$ cat src/rtl/paddle2quad.sv
// paddle2quad: converts an absolute 8-bit paddle position into relative quadrature steps
//   clk_sys  in   system clock
//   reset    in   synchronous active-high reset
//   enable   in   analog/paddle mode selected; 0 parks the block in IDLE
//   target   in   absolute position, 0x00 = full left
//   steer    out  quadrature {A,B}
//   dir      out  direction of last emitted step (1 = up/right)
//   busy     out  high while stepping towards target
module paddle2quad #(
   parameter int CLKDIV   = 5500,
   parameter int DEADBAND = 1
) (
   input  logic       clk_sys,
   input  logic       reset,
   input  logic       enable,
   input  logic [7:0] target,
   output logic [1:0] steer,
   output logic       dir,
   output logic       busy
);
   localparam int DW = $clog2(CLKDIV);
   typedef enum logic [1:0] {SYNC, IDLE, MOVE} state_t;
   state_t state_q, state_d;
   logic [DW-1:0] div_q, div_d;
   logic [7:0] target_q, pos_q, pos_d;
   logic [1:0] q_q, q_d, steer_q, steer_d;
   logic en_q, dir_q, dir_d, busy_q, busy_d, tick;
   assign steer = steer_q;
   assign dir   = dir_q;
   assign busy  = busy_q;
   assign tick  = div_q == DW'(CLKDIV - 1);
   always_comb begin
      state_d = state_q;
      div_d   = tick ? '0 : div_q + 1'b1;
      pos_d   = pos_q;
      q_d     = q_q;
      dir_d   = dir_q;
      if (!enable) begin
         state_d = IDLE;
         div_d   = '0;
      end else if (!en_q) begin
         // a fresh enable re-aligns pos to target so a mode switch never bursts steps
         state_d = SYNC;
         div_d   = '0;
      end else begin
         case (state_q)
            SYNC: begin
               pos_d   = target_q;
               state_d = IDLE;
               div_d   = '0;
            end
            IDLE: state_d = ({1'b0, target_q} > {1'b0, pos_q} + 9'(DEADBAND) ||
                             {1'b0, pos_q} > {1'b0, target_q} + 9'(DEADBAND)) ? MOVE : IDLE;
            MOVE: if (tick) begin
               if (pos_q < target_q) begin
                  pos_d = pos_q + 8'd1;
                  q_d   = q_q + 2'd1;
                  dir_d = 1'b1;
               end else if (pos_q > target_q) begin
                  pos_d = pos_q - 8'd1;
                  q_d   = q_q - 2'd1;
                  dir_d = 1'b0;
               end else begin
                  state_d = IDLE;
               end
            end
            default: state_d = SYNC;
         endcase
      end
      // Gray code: q 0,1,2,3 -> 00,01,11,10
      steer_d = {q_d[1], q_d[1] ^ q_d[0]};
      busy_d  = state_d == MOVE;
   end
   always_ff @(posedge clk_sys) begin
      if (reset) begin
         state_q  <= SYNC;
         div_q    <= '0;
         target_q <= 8'h80;
         pos_q    <= 8'h80;
         q_q      <= 2'd0;
         en_q     <= 1'b0;
         dir_q    <= 1'b0;
         steer_q  <= 2'b00;
         busy_q   <= 1'b0;
      end else begin
         state_q  <= state_d;
         div_q    <= div_d;
         target_q <= target;
         pos_q    <= pos_d;
         q_q      <= q_d;
         en_q     <= enable;
         dir_q    <= dir_d;
         steer_q  <= steer_d;
         busy_q   <= busy_d;
      end
   end
endmodule

$ cat config.mk
export PLATFORM = sky130hd
export DESIGN_NAME = paddle2quad
export DESIGN_NICKNAME = d
export VERILOG_FILES = /design/src/rtl/paddle2quad.sv
export SDC_FILE = /design/constraint.sdc
export NUM_CORES = 1
export LEC_CHECK = 0
export CAP_MARGIN = 20
export CORE_ASPECT_RATIO = 1.2
export CORE_MARGIN = 2
export CORE_UTILIZATION = 54
export DETAILED_ROUTE_END_ITERATION = 8
export PLACE_DENSITY = 0.76
export SLEW_MARGIN = 20
export SYNTH_ARGS = -nofsm -noshare
export SYNTH_HDL_FRONTEND = slang
export SYNTH_SLANG_ARGS = --single-unit
$ cat constraint.sdc
create_clock -name clk_sys -period 2.9 [get_ports clk_sys]
set_input_delay 0.435 -clock clk_sys [delete_from_list [all_inputs] [get_ports clk_sys]]
set_output_delay 0.435 -clock clk_sys [all_outputs]
set_load 0.03 [all_outputs]
Word level (Yosys, flattened, before mapping) --
Cells that the tools add are included.
Cells by class: bitwise operators 3, equality and inequality tests 6, reduce and logical (&&, ||, !) cells 7, multiplexer cells 19, magnitude comparators 4, add/sub/neg operators 7
Operators with widths (count):
- $mux W2 | 12
- $mux W8 | 3
- $add A8 B1 Y9 const B | 2
- $gt A8 B9 Y1 | 2
- $pmux W8 S2 | 1
- $add A13 B1 Y13 const B | 1
- $eq A13 B13 Y1 const B | 1
- $reduce_and A5 Y1 | 2
- $add A8 B1 Y8 const B | 1
- $gt A8 B8 Y1 | 1
- $lt A8 B8 Y1 | 1
- $sub A8 B1 Y8 const B | 1
- $pmux W2 S3 | 1
- $reduce_or A5 Y1 | 1
- $eq A2 B2 Y1 const B | 2
- $reduce_bool A2 Y1 | 2
- $ne A3 B3 Y1 const B | 1
- $add A2 B1 Y2 const B | 1
- $eq A2 B1 Y1 const B | 1
- $logic_not A2 Y1 | 1
- $mux W1 | 2
- $ne A2 B2 Y1 const B | 1
- $not A1 Y1 | 2
- $sub A2 B1 Y2 const B | 1
- other kinds (2) | 2
Word-level totals: register bits after elaboration 38, output and inout bits 4

Longest topological paths before layout --
word-level depth 8, gate-level depth with buffers 14, depth with buffers taken out 14

Worst setup path after synthesis --
OpenSTA, ideal clock, no wires.
path type register -> register, start register pos_q[1], end register pos_q[7], buffers on the path 0, setup time 0.125 ns, required time 2.775 ns, clock period less this slack 3.238 ns, slack -0.338 ns, arrival 3.114 ns, stages on the path, launching flop included 14, cells stage by stage dfxtp_1 -> ha_1 -> nor2b_2 -> o211ai_2 -> a21oi_1 -> nor2_1 -> inv_1 -> ha_1 -> a211o_1 -> o211ai_1 -> a31oi_1 -> or4b_1 -> o31ai_1 -> o31ai_1
On the way: cells in the longest elaborated chain, start to end 5, elaborated cells between the ends (all ways) 10
RTL lines:
- start, declared | RTL line 25 | logic [7:0] target_q, pos_q, pos_d;
- start signal, assigned | RTL line 89 | pos_q <= pos_d;
- $sub A8 B1 Y8 | RTL line 60 | pos_d = pos_q - 8'd1;
- $mux W8 | RTL line 59 | end else if (pos_q > target_q) begin
- $mux W8 | RTL line 55 | if (pos_q < target_q) begin
- $mux W8 | RTL line 54 | MOVE: if (tick) begin
- $pmux W8 S2 | RTL line 46 | case (state_q)
Parallel ways exist; a longest one is shown, timed or not. The select of a mux whose other input is x is not followed. A chain may end at the register's enable or synchronous reset.

Final worst setup path --
start register target_q[6], end register pos_q[7]
On the way: cells in the longest elaborated chain, start to end 4, elaborated cells between the ends (all ways) 7
RTL lines:
- start, declared | RTL line 25
- start signal, assigned | RTL line 88 | target_q <= target;
- $lt A8 B8 Y1 | RTL line 55
- $mux W8 | RTL line 55
- $mux W8 | RTL line 54
- $pmux W8 S2 | RTL line 46
Parallel ways exist; a longest one is shown, timed or not. The select of a mux whose other input is x is not followed.

==> impl_metrics.ini <==
[sta]
final.setup.worst_slack_ns = 0.0998
period_share_pct = 96.6
setup-tns-final_ns = 0
max-slew-margin-rel_pct = 50.4
slew_violations = 0
fin_skew_ns = 0.00993
hold_viol = 0
clock.fmax_mhz = 357
tightest_slew_ns = 0.743
rsz0062_at_grt = true
setup_viol = 0
min_period_ns = 2.80

[finish]
final_layout_size_suffix_gt1_share_pct = 21.7
nets = 394
insertedDiodeCount = 0
area_growth_syn_to_layout_pct = 25.0
fillCellCount = 355
seq_area_um2 = 751
multi_input_area_um2 = 1910

[clock_tree]
cts_tree = done
cts_num_sinks = 37
cts.path.max_buffers = 2
clockRootBuffer = clkbuf_8
clk_latency_ns = 0.30
cts_made_buffers = 5
clk_pin_slew_ns = 0.09
htreeDepth = 2
hold_buffers = 0

[synthesis]
synth_warnings = 0
synth.distinct_cells = 52
synth_edf_count = 0
synth_fp_nets = 351
synth_ff_type = dfxtp_1
netlist.area_leader.share_pct = 28.5
synth_cells = 307
synthTopCellsByArea = dfxtp_1, ha_1, xnor2_1
synth_most_common_cell = dfxtp_1
synth_common_cells = dfxtp_1, ha_1, nor2_1
netlist_area_um2 = 2600
yosys.area.top_type = dfxtp_1
ys_seq_area_share_pct = 28.5
ys_ff_latch = 37
syn_area_per_cell_um2 = 8.47
async_flop_share_pct = 0

[power]
report.power.total_uw = 1190
power_density_nw_per_um2 = 367
leakage_uw = 0.00127
worst_ir_drop_vdd_mv = 0.264

[worst_setup_path]
reg2reg_depth = 13
ff2ff_setup_slack_ns = 0.1
end_kind = register
critPathCapture = pos_q[7]
worstPathRequired_ns = 3.10
cpPeakStageDelay_ns = 0.55
rr_startpoint = target_q[6]
worstReg2RegEnd = pos_q[7]
path_class = register to register
critPathMaxFanout = 7
slowest_stage = or4b_1
cp-startpoint = target_q[6]
crit_chain = inv_1 > ha_1 > nand4_1 > a21oi_4 > nor2_4 > inv_4 > ha_4 > a211o_1 > o211ai_1 > a31oi_1 > or4b_1 > o31ai_2 > o31ai_1
arrival_ns = 3.00
startpoint_type = register

[placement]
portBuffers = 14
gp_congestion = 0.888
place_ws_ns = -0.0793
dp.final_hpwl_um = 4750

[job]
maxCapViolCount = 0

[detailed_routing]
first_iter_violations = 140
vias = 2411
dr.pass1.iters = 4
drt_wl_total_um = 6480
vias_per_cell = 5.89
drt-wirelength-per-cell_um = 15.9
drtAntennaViolNets = 0
drc = 0

[global_route]
grt_pass1_wl_um = 10400
grtUsageTotal_pct = 25.7
grt-ovfl-total = 0
grt_max_degree = 24
grt_pass1_vias = 2313
antenna_found_initial = 0

[status]
outcome = finished clean

[die]
die_x_um = 67.4
core_region_area_um2 = 4630
initial_core_util_pct = 56.2
rows = 27
die_h_um = 80.0
dieArea_um2 = 5390
ios = 15

[min_path]
min-delay-start = div_q[0]
hp-class = register to register
[stage by stage]
stage | std cells | util [%] | cell area [µm²] | hold WS [ns]
after floorplan | 307 | - | 2660 | 0.430
after global placement | 398 | 65.6 | 3040 | 0.444
after detailed placement | 398 | 65.6 | 3040 | 0.460
after CTS | 407 | 68.1 | 3150 | 0.479
after global routing | 409 | 70.3 | 3250 | 0.520
final | 409 | 70.3 | 3250 | 0.473
[registers in the layout (all words and copies together) (netlist names)]
register and count:
busy 1, dir 1, div_q 13, en_q 1
pos_q 8, q_q 2, state_q 2, steer 1
target_q 8
[power by group]
part           internal (µW)  switching, µW
Sequential               520           11.1
Clock                    171            215
Combinational            131            144
[layout by cell type (no fill, tap or decap), types with 3 or more instances in the layout]
cell	synthesis	layout
o22ai_1	4	4
nand4_1	5	5
nor2_1	28	26
dfxtp_2	0	5
nor2b_1	11	11
nand2_1	20	20
dfxtp_1	37	31
xnor2_1	16	16
buf_4	2	29
and3_1	4	4
a21oi_1	20	15
inv_1	18	14
or2_2	3	3
nor3_1	6	5
ha_1	32	24
nand3_1	17	17
a21oi_2	0	3
inv_2	0	3
o21ai_0	11	10
and2_1	3	3
ha_4	0	6
clkdlybuf4s50_1	0	14
or4b_1	3	3
xor2_1	11	11
nand2b_1	5	5
mux2i_1	5	5
clkbuf_8	0	5
[final cells by class]
cell class	count	area share [%]
Clock buffer	5	2.12
Timing Repair Buffer	43	11.0
Clock inverter	3	0.654
Tap cell	58	2.23
Multi-Input combinational cell	245	58.8
Inverter	18	2.15
Sequential cell	37	23.1
[worst min path at each step]
| stage | endpoint | slack, ns | cells past startpoint |
|---|---|---|---|
| after floorplan | div_q[0] | 0.43 | 1 |
| after global placement | div_q[0] | 0.44 | 1 |
| after detailed placement | div_q[0] | 0.46 | 1 |
| after CTS | div_q[0] | 0.48 | 1 |
| after global routing | div_q[0] | 0.52 | 1 |
| final | div_q[0] | 0.47 | 1 |
[repair_timing]
action                                  4_1_cts  5_1_grt
setup buffers                                 1        2
pin swaps                                     1        8
resized for setup                             3       18
endpoints found under the setup margin        1        3
[cell families (layout without fill, tap and decap cells)]
group / after synthesis / count (layout) / synth area share [%]
and+or+nand+nor: 116 / 116 / 23.6
AOI/OAI and AO/OA: 64 / 64 / 16.8
DFF: 37 / 37 / 28.5
adders and majority gates: 33 / 33 / 16.2
xor gates and xnor gates: 27 / 27 / 9.09
buffers and inverters: 25 / 69 / 3.90
muxes: 5 / 5 / 1.92
[worst max-delay path, delay by kind of cell (launching register included)]
kind            cells  cell delay (ns)
buf+inv             2             0.16
compound gates      6             0.86
simple gates        3             0.81
fa+ha+maj           2             0.52
flops               1             0.35
[per-layer routing]
metal / global-route usage [%] / up-vias / share of wire [%]
li1: - / 1182 / -
met1: 29.3 / 1140 / 42
met2: 45.3 / 70 / 51
met3: 4.51 / 19 / 4.5
met4: 11.8 / 0 / 3.1
met5: 0 / - / 0
(Power assumes the default switching activity.)
